[config.mk]
export PLATFORM = sky130hd
export DESIGN_NAME = dragon_length_ctrl
export DESIGN_NICKNAME = d
export VERILOG_FILES = /design/src/rtl/dragon_length_ctrl.sv
export SDC_FILE = /design/constraint.sdc
export NUM_CORES = 1
export LEC_CHECK = 0
export BUFFER_PORTS_ARGS = -buffer_cell sky130_fd_sc_hd__buf_2
export CORE_UTILIZATION = 30
export CTS_CLUSTER_SIZE = 14
export DETAILED_ROUTE_END_ITERATION = 10
export GPL_TIMING_DRIVEN = 0
export REMOVE_ABC_BUFFERS = 1
export SYNTH_ARGS = -nofsm -noshare
export SYNTH_HDL_FRONTEND = slang
export SYNTH_SLANG_ARGS = --single-unit
[constraint.sdc]
create_clock -name clk -period 5 [get_ports clk]
set_input_delay 0.25 -clock clk [delete_from_list [all_inputs] [get_ports clk]]
set_output_delay 0.25 -clock clk [all_outputs]
set_load 0.01 [all_outputs]
[src/rtl/dragon_length_ctrl.sv]
// Dragon length-update transmitter: merges heal/hit requests, applies length limits and hit immunity.
// Optional automatic healing is compiled in with the DRAGON_REGEN_EN macro.
module dragon_length_ctrl #(
  parameter int unsigned MAX_LEN       = 7,
  parameter int unsigned INVULN_FRAMES = 60,
  parameter int unsigned REGEN_FRAMES  = 120
) (
  input  logic       clk,
  input  logic       reset,
  input  logic       vsync,
  input  logic       heal_evt,
  input  logic       hit_evt,
  output logic [1:0] lengthUpdate,
  output logic [2:0] length,
  output logic       invuln,
  output logic       dead
);

  localparam int unsigned LEN_W = 3;
  localparam int unsigned CNT_W = 8;
  localparam logic [LEN_W-1:0] MAX_LEN_L = LEN_W'(MAX_LEN);
  localparam logic [CNT_W-1:0] INV_LOAD  = CNT_W'(INVULN_FRAMES);

  localparam logic [1:0] CODE_NONE = 2'b00;
  localparam logic [1:0] CODE_HEAL = 2'b01;
  localparam logic [1:0] CODE_HIT  = 2'b10;

  if (MAX_LEN < 1 || MAX_LEN > 7 || INVULN_FRAMES > 255 ||
      REGEN_FRAMES < 1 || REGEN_FRAMES > 255) begin : g_cfg_err
    $error("dragon_length_ctrl: illegal parameter set");
  end

  typedef enum logic [1:0] {
    ST_IDLE  = 2'd0,
    ST_PULSE = 2'd1,
    ST_GAP   = 2'd2
  } state_e;

  state_e             state_q, state_d;
  logic [1:0]         upd_q, upd_d;
  logic [LEN_W-1:0]   len_q, len_d;
  logic               dead_q, dead_d;
  logic               inv_q, inv_d;
  logic               pend_heal_q, pend_heal_d;
  logic               pend_hit_q, pend_hit_d;
  logic [CNT_W-1:0]   cd_q, cd_d;
  logic               vsync_q;
  logic               vsync_rise;
  logic               clr_heal, clr_hit, cd_load;
  logic               regen_fire;

  assign vsync_rise = vsync & ~vsync_q;

  // Pulse sequencer: one code cycle followed by a quiet gap cycle.
  always_comb begin
    state_d  = state_q;
    upd_d    = CODE_NONE;
    len_d    = len_q;
    dead_d   = dead_q;
    clr_heal = 1'b0;
    clr_hit  = 1'b0;
    cd_load  = 1'b0;
    case (state_q)
      ST_IDLE: begin
        if (!dead_q) begin
          if (pend_hit_q) begin
            clr_hit = 1'b1;
            if (len_q == '0) begin
              dead_d = 1'b1;
            end else begin
              upd_d   = CODE_HIT;
              len_d   = len_q - LEN_W'(1);
              cd_load = 1'b1;
              state_d = ST_PULSE;
            end
          end else if (pend_heal_q) begin
            clr_heal = 1'b1;
            if (len_q < MAX_LEN_L) begin
              upd_d   = CODE_HEAL;
              len_d   = len_q + LEN_W'(1);
              state_d = ST_PULSE;
            end
          end
        end
      end
      ST_PULSE: state_d = ST_GAP;
      ST_GAP:   state_d = ST_IDLE;
      default:  state_d = ST_IDLE;
    endcase
  end

`ifdef DRAGON_REGEN_EN
  localparam logic [CNT_W-1:0] REGEN_TGT = CNT_W'(REGEN_FRAMES);

  logic [CNT_W-1:0] regen_q, regen_d;

  // Regen timer only runs while a heal could actually be applied.
  always_comb begin
    regen_d    = regen_q;
    regen_fire = 1'b0;
    if (cd_load || dead_q || inv_q || (len_q >= MAX_LEN_L)) begin
      regen_d = '0;
    end else if (vsync_rise) begin
      if (regen_q + CNT_W'(1) == REGEN_TGT) begin
        regen_fire = 1'b1;
        regen_d    = '0;
      end else begin
        regen_d = regen_q + CNT_W'(1);
      end
    end
  end

  always_ff @(posedge clk or negedge reset) begin
    if (!reset) begin
      regen_q <= '0;
    end else begin
      regen_q <= regen_d;
    end
  end
`else
  assign regen_fire = 1'b0;
`endif

  // Request capture; a new event in the serving cycle re-arms the flag.
  always_comb begin
    pend_hit_d  = 1'b0;
    pend_heal_d = 1'b0;
    if (!dead_q) begin
      pend_hit_d  = (pend_hit_q & ~clr_hit) | (hit_evt & ~inv_q);
      pend_heal_d = (pend_heal_q & ~clr_heal) | heal_evt | regen_fire;
    end
  end

  // Immunity cooldown in frames; a fresh load beats the frame decrement.
  always_comb begin
    cd_d = cd_q;
    if (cd_load) begin
      cd_d = INV_LOAD;
    end else if (vsync_rise && (cd_q != '0)) begin
      cd_d = cd_q - CNT_W'(1);
    end
    inv_d = (cd_d != '0);
  end

  always_ff @(posedge clk or negedge reset) begin
    if (!reset) begin
      state_q     <= ST_IDLE;
      upd_q       <= CODE_NONE;
      len_q       <= '0;
      dead_q      <= 1'b0;
      inv_q       <= 1'b0;
      pend_heal_q <= 1'b0;
      pend_hit_q  <= 1'b0;
      cd_q        <= '0;
      vsync_q     <= 1'b0;
    end else begin
      state_q     <= state_d;
      upd_q       <= upd_d;
      len_q       <= len_d;
      dead_q      <= dead_d;
      inv_q       <= inv_d;
      pend_heal_q <= pend_heal_d;
      pend_hit_q  <= pend_hit_d;
      cd_q        <= cd_d;
      vsync_q     <= vsync;
    end
  end

  assign lengthUpdate = upd_q;
  assign length       = len_q;
  assign invuln       = inv_q;
  assign dead         = dead_q;

endmodule
Word level (Yosys, flattened, before mapping)
Cells that the tools add are included.
- add/subtract/negate cells: 3
- order comparisons: 1
- eq/ne operators: 6
- multiplexer cells: 34
- bitwise logic cells: 11
- reduce and logical (&&, ||, !) cells: 9
- operators by type and width (cell ; number):
    $mux W1 ; 18
    $mux W2 ; 9
    $mux W8 ; 2
    $reduce_bool A8 Y1 ; 2
    $mux W3 ; 4
    $ne A3 B3 Y1 const B ; 3
    $sub A8 B1 Y8 const B ; 1
    $not A1 Y1 ; 5
    $reduce_and A5 Y1 ; 1
    $and A1 B1 Y1 ; 4
    $ne A2 B2 Y1 const B ; 2
    $pmux W2 S2 ; 1
    $reduce_and A4 Y1 ; 1
    $reduce_bool A2 Y1 ; 2
    $add A3 B1 Y3 const B ; 1
    $logic_not A3 Y1 ; 1
    $lt A3 B3 Y1 const B ; 1
    $sub A3 B1 Y3 const B ; 1
    $eq A2 B1 Y1 const B ; 1
    $logic_not A2 Y1 ; 1
    $or A1 B1 Y1 ; 2
    $logic_and A1 B1 Y1 ; 1
- register bits after elaboration: 20
- input bits: 5
- output and inout port bits: 7

Longest topological paths before layout
- depth after elaboration: 8
- gate-level depth with buffers: 7

Worst setup path before layout
OpenSTA, ideal clock, no wires.
- path type: reg-to-reg
- from: register cd_q[0]
- to: register inv_q (netlist: invuln)
- data arrival time: 1.870 ns
- required time: 4.861 ns
- setup slack: 2.992 ns
- stages on the path, launching flop included: 8
- period minus slack after synthesis: 2.008 ns
- cells stage by stage: dfrtp_1 -> inv_1 -> ha_1 -> nor3b_2 -> a21oi_1 -> mux2i_1 -> and4b_1 -> or4b_1
- cells in the longest elaborated chain, start to end: 5
- ends and longest elaborated chain (what ; line ; RTL):
    from (decl) ; 46 ; logic [CNT_W-1:0] cd_q, cd_d;
    from (signal assigned) ; 154 ; cd_q <= '0;
    from (signal assigned) ; 164 ; cd_q <= cd_d;
    branches (longest 2 deep; another with $sub A8 B1 Y8) ; -- ;
    $mux W8 * ; 139 ; end else if (vsync_rise && (cd_q != '0)) begin
    $mux W8 * ; 137 ; if (cd_load) begin
    $reduce_bool A8 Y1 * ; 142 ; inv_d = (cd_d != '0);
    via inv_d ; 43 ; logic inv_q, inv_d;
    to (signal assigned) ; 161 ; inv_q <= inv_d;
    to (decl) ; 43 ;
Mark *: on every way through the listed nets, which the timed path passes.
A chain may end at the register's enable or synchronous reset.

Final worst setup path
Same ends and word-level chain as after synthesis.

==> metrics.md <==
| Metric | Value |
|---|---|
| # DRC | `0` |
| Synth warnings | `0` |
| Post-synth EDFFs | `0` |
| Port bufs | `11` |
| Routed wire per std cell | `11.7 um` |
| Crit-path max cell delay | `0.44 ns` |
| Initial DRC Count | `39` |
| Final number of setup-violating endpoints | `0` |
| Most used flip-flop cell after synthesis | `dfrtp_1` |
| Clock Latency Late Sink | `0.32 ns` |
| Clock sinks | `20` |
| Status | `completed` |
| Overflow after GRT | `0` |
| Synth area leader | `dfrtp_1` |
| Fill cells | `325` |
| Pwr dens | `388 mW/mm^2` |
| GRT Util Overall | `12.2%` |
| GRT met1 Usage | `14.2%` |
| Area Overhead vs Synth | `17.7%` |
| Final #Nets | `116` |
| Share of cells above drive strength 1 | `19.6%` |
| H-tree depth | `1` |
| Main area contributors after synthesis | `dfrtp_1 (51%), xnor2_1 (5.4%), nor2_1 (4.2%)` |
| Final Cell Area | `0.00115 sq mm` |
| Critical path cell sequence | `inv_1 > ha_1 > nor3b_2 > a211oi_4 > a31oi_1 > and4b_1 > or4b_1` |
| GRT busiest layer | `met2` |
| Die W | `just under 60 um` |
| Unrepaired setup endpoints after global routing | `no` |
| Final worst path period need | `between 2 and 2.5 ns` |
| Period utilisation layout | `44.3%` |
| Worst vdd ir | `163 uV` |
| PostCTS Resize Cnt | `0` |
| DR vias/cell | `between 4 and 5` |
| Critical path arrival | `2.42 ns` |
| Top cells by count, synth | `dfrtp_1 (20), nor2_1 (11), inv_1 (9)` |
| Syn avg cell area | `10.7 sq um` |
| Seq cells post-synth | `20` |
| Worst hold-check path type | `input port to flop` |
| Via Count | `690` |
| Number of antenna violations at the first check in global routing | `0` |
| Met3 global-route usage | `4.59%` |
| Fmax | `0.451 GHz` |
| CTS tree | `built` |
| DP HPWL | `1310 um` |
| Largest net degree at the start of global routing | `21` |
| Critical Path Fanout Max | `5` |
| Worst Path Required | `5.20 ns` |
| Initial Utilization | `31.7%` |
| Hold slack final | `0.0523 ns` |
| Cells after Synth | `between 90 and 100` |
| Synthesized cell area | `975 sq um` |
| Final hold viol count | `0` |
| Sequential area share after synthesis | `roughly half` |
| Antenna viol nets, final | `0` |
| Rows | `20` |
| Die Area | `0.00348 sq mm` |
| Netlist cell types | `31` |
| Max transition margin | `70.0%` |
| CORE AREA | `0.00308 sq mm` |
| Post-CTS setup buffer count | `0` |
| Cell area after placement | `between 0.001 and 0.0015 sq mm` |
| Die height | `between 50 and 60 um` |
| Crit end category | `flop` |
| First-pass GRT wire length | `3130 um` |
| Worst Skew | `0.00983 ns` |
| Routability cong. | `0.720` |
| Clk buf depth | `2` |
| Worst Setup Path Type | `flop to flop` |
| Max_cap viols | `0` |
| Clk pin slew, worst setup/hold paths | `0.12 ns` |
| Total negative slack | `0 ns` |
| Met2 usage | `20.6%` |
| Ant diodes | `0` |
| Slew Viols, Final | `0` |
| Vias in the first global route | `around 700` |
| WL final | `1770 um` |
| Count leader, synth | `dfrtp_1` |
| Initial DRT Pass Iterations | `4` |
| Top cell type's share of synthesized area | `51.3%` |
| Worst Tran Pin Value | `0.450 ns` |
| Post-synth ARST share | `100%` |
| Hold Buf Count CTS | `1` |
| Pwr Total | `445 uW` |
| Clock root cell | `clkbuf_4` |
| I/O pin count | `12` |
| Num CTS Buffers | `3` |
| Critical path's slowest cell | `or4b_1` |
| Leak Pwr | `0.000521 uW` |
| CP startpoint kind | `flop` |
==> through the flow <==
| step | worst slack (ns) | instances | util (%) |
|---|---|---|---|
| 6_report | 2.78 | 151 | 37.3 |
| 5_1_grt | 2.63 | 151 | 37.3 |
| 4_1_cts | 2.77 | 151 | 37.3 |
| 3_5_place_dp | 2.80 | 146 | 35.2 |
| 3_3_place_gp | 2.80 | 146 | 35.2 |
| 2_1_floorplan | 2.99 | 91 | - |
==> per-layer routing <==
metal	share of wire, %	vias to the layer above	wire length (um)
met3	4.5	4	80
met5	0	-	0
met2	51	13	910
met1	43	334	753
met4	1.2	0	22
li1	-	339	-
==> state kept, by name, summed over array words and instances, names as in the netlist <==
name,flops
state_q,2
cd_q,8
pend_heal_q,1
dead,1
vsync_q,1
length,3
lengthUpdate,2
invuln,1
pend_hit_q,1
==> power by group <==
| part | internal, uW | switching, uW |
|---|---|---|
| clock network | 81.2 | 54.8 |
| registers | 184 | 32.1 |
| logic | 43.6 | 49.1 |
| total | 309 | 136 |
==> area by class of cell <==
class / instances / area (sq um) / share of cell area [%]
clock buffer: 3 / 22.5 / 1.96
clock inverter: 1 / 30.0 / 2.62
inverter: 9 / 33.8 / 2.94
multi-input combinational: 62 / 440 / 38.4
sequential: 20 / 500 / 43.6
tap: 44 / 55.1 / 4.80
timing repair buffer: 12 / 65.1 / 5.67
==> final timing paths <==
path	end	slack, ns	cells after the start	from
max	invuln	2.78	7	cd_q[0]
min	vsync_q	0.05	1	vsync
max reg2reg	invuln	2.78	7	cd_q[0]
min reg2reg	state_q[1]	0.50	1	state_q[1]
max in group asynchronous	vsync_q	4.28	2	reset
min in group asynchronous	lengthUpdate[0]	0.40	2	reset
==> critical path: cells and delay by family, from the launching register on <==
kind | cells | cell delay, ns
AND/OR/NAND/NOR | 3 | 0.88
adder cells (fa/ha/maj) | 1 | 0.21
buffers and inverters | 1 | 0.09
flip-flops | 1 | 0.42
AO/OA/AOI/OAI | 2 | 0.51
==> logic make-up after synthesis <==
logic type                 share of synthesized area [%]
and+or+nand+nor                                     21.6
muxes                                               2.18
xor gates and xnor gates                            6.29
buffers and inverters                               3.47
AOI/OAI and AO/OA                                   10.5
DFF                                                 51.3
adders and majority gates                           4.62
==> cells in the final DEF (no fill, tap or decap), types with 2 or more instances in the layout <==
| cell type | instances |
|---|---|
| and3_1 | 2 |
| nor2_1 | 11 |
| dfrtp_1 | 20 |
| o21ai_0 | 2 |
| xnor2_1 | 6 |
| buf_2 | 11 |
| nand2b_1 | 2 |
| nand2_1 | 6 |
| or3_1 | 2 |
| o21ai_1 | 2 |
| ha_1 | 2 |
| inv_1 | 9 |
| clkbuf_4 | 3 |
| nand3_1 | 2 |
| a21oi_1 | 7 |
Power figures use the tool's default switching activity.
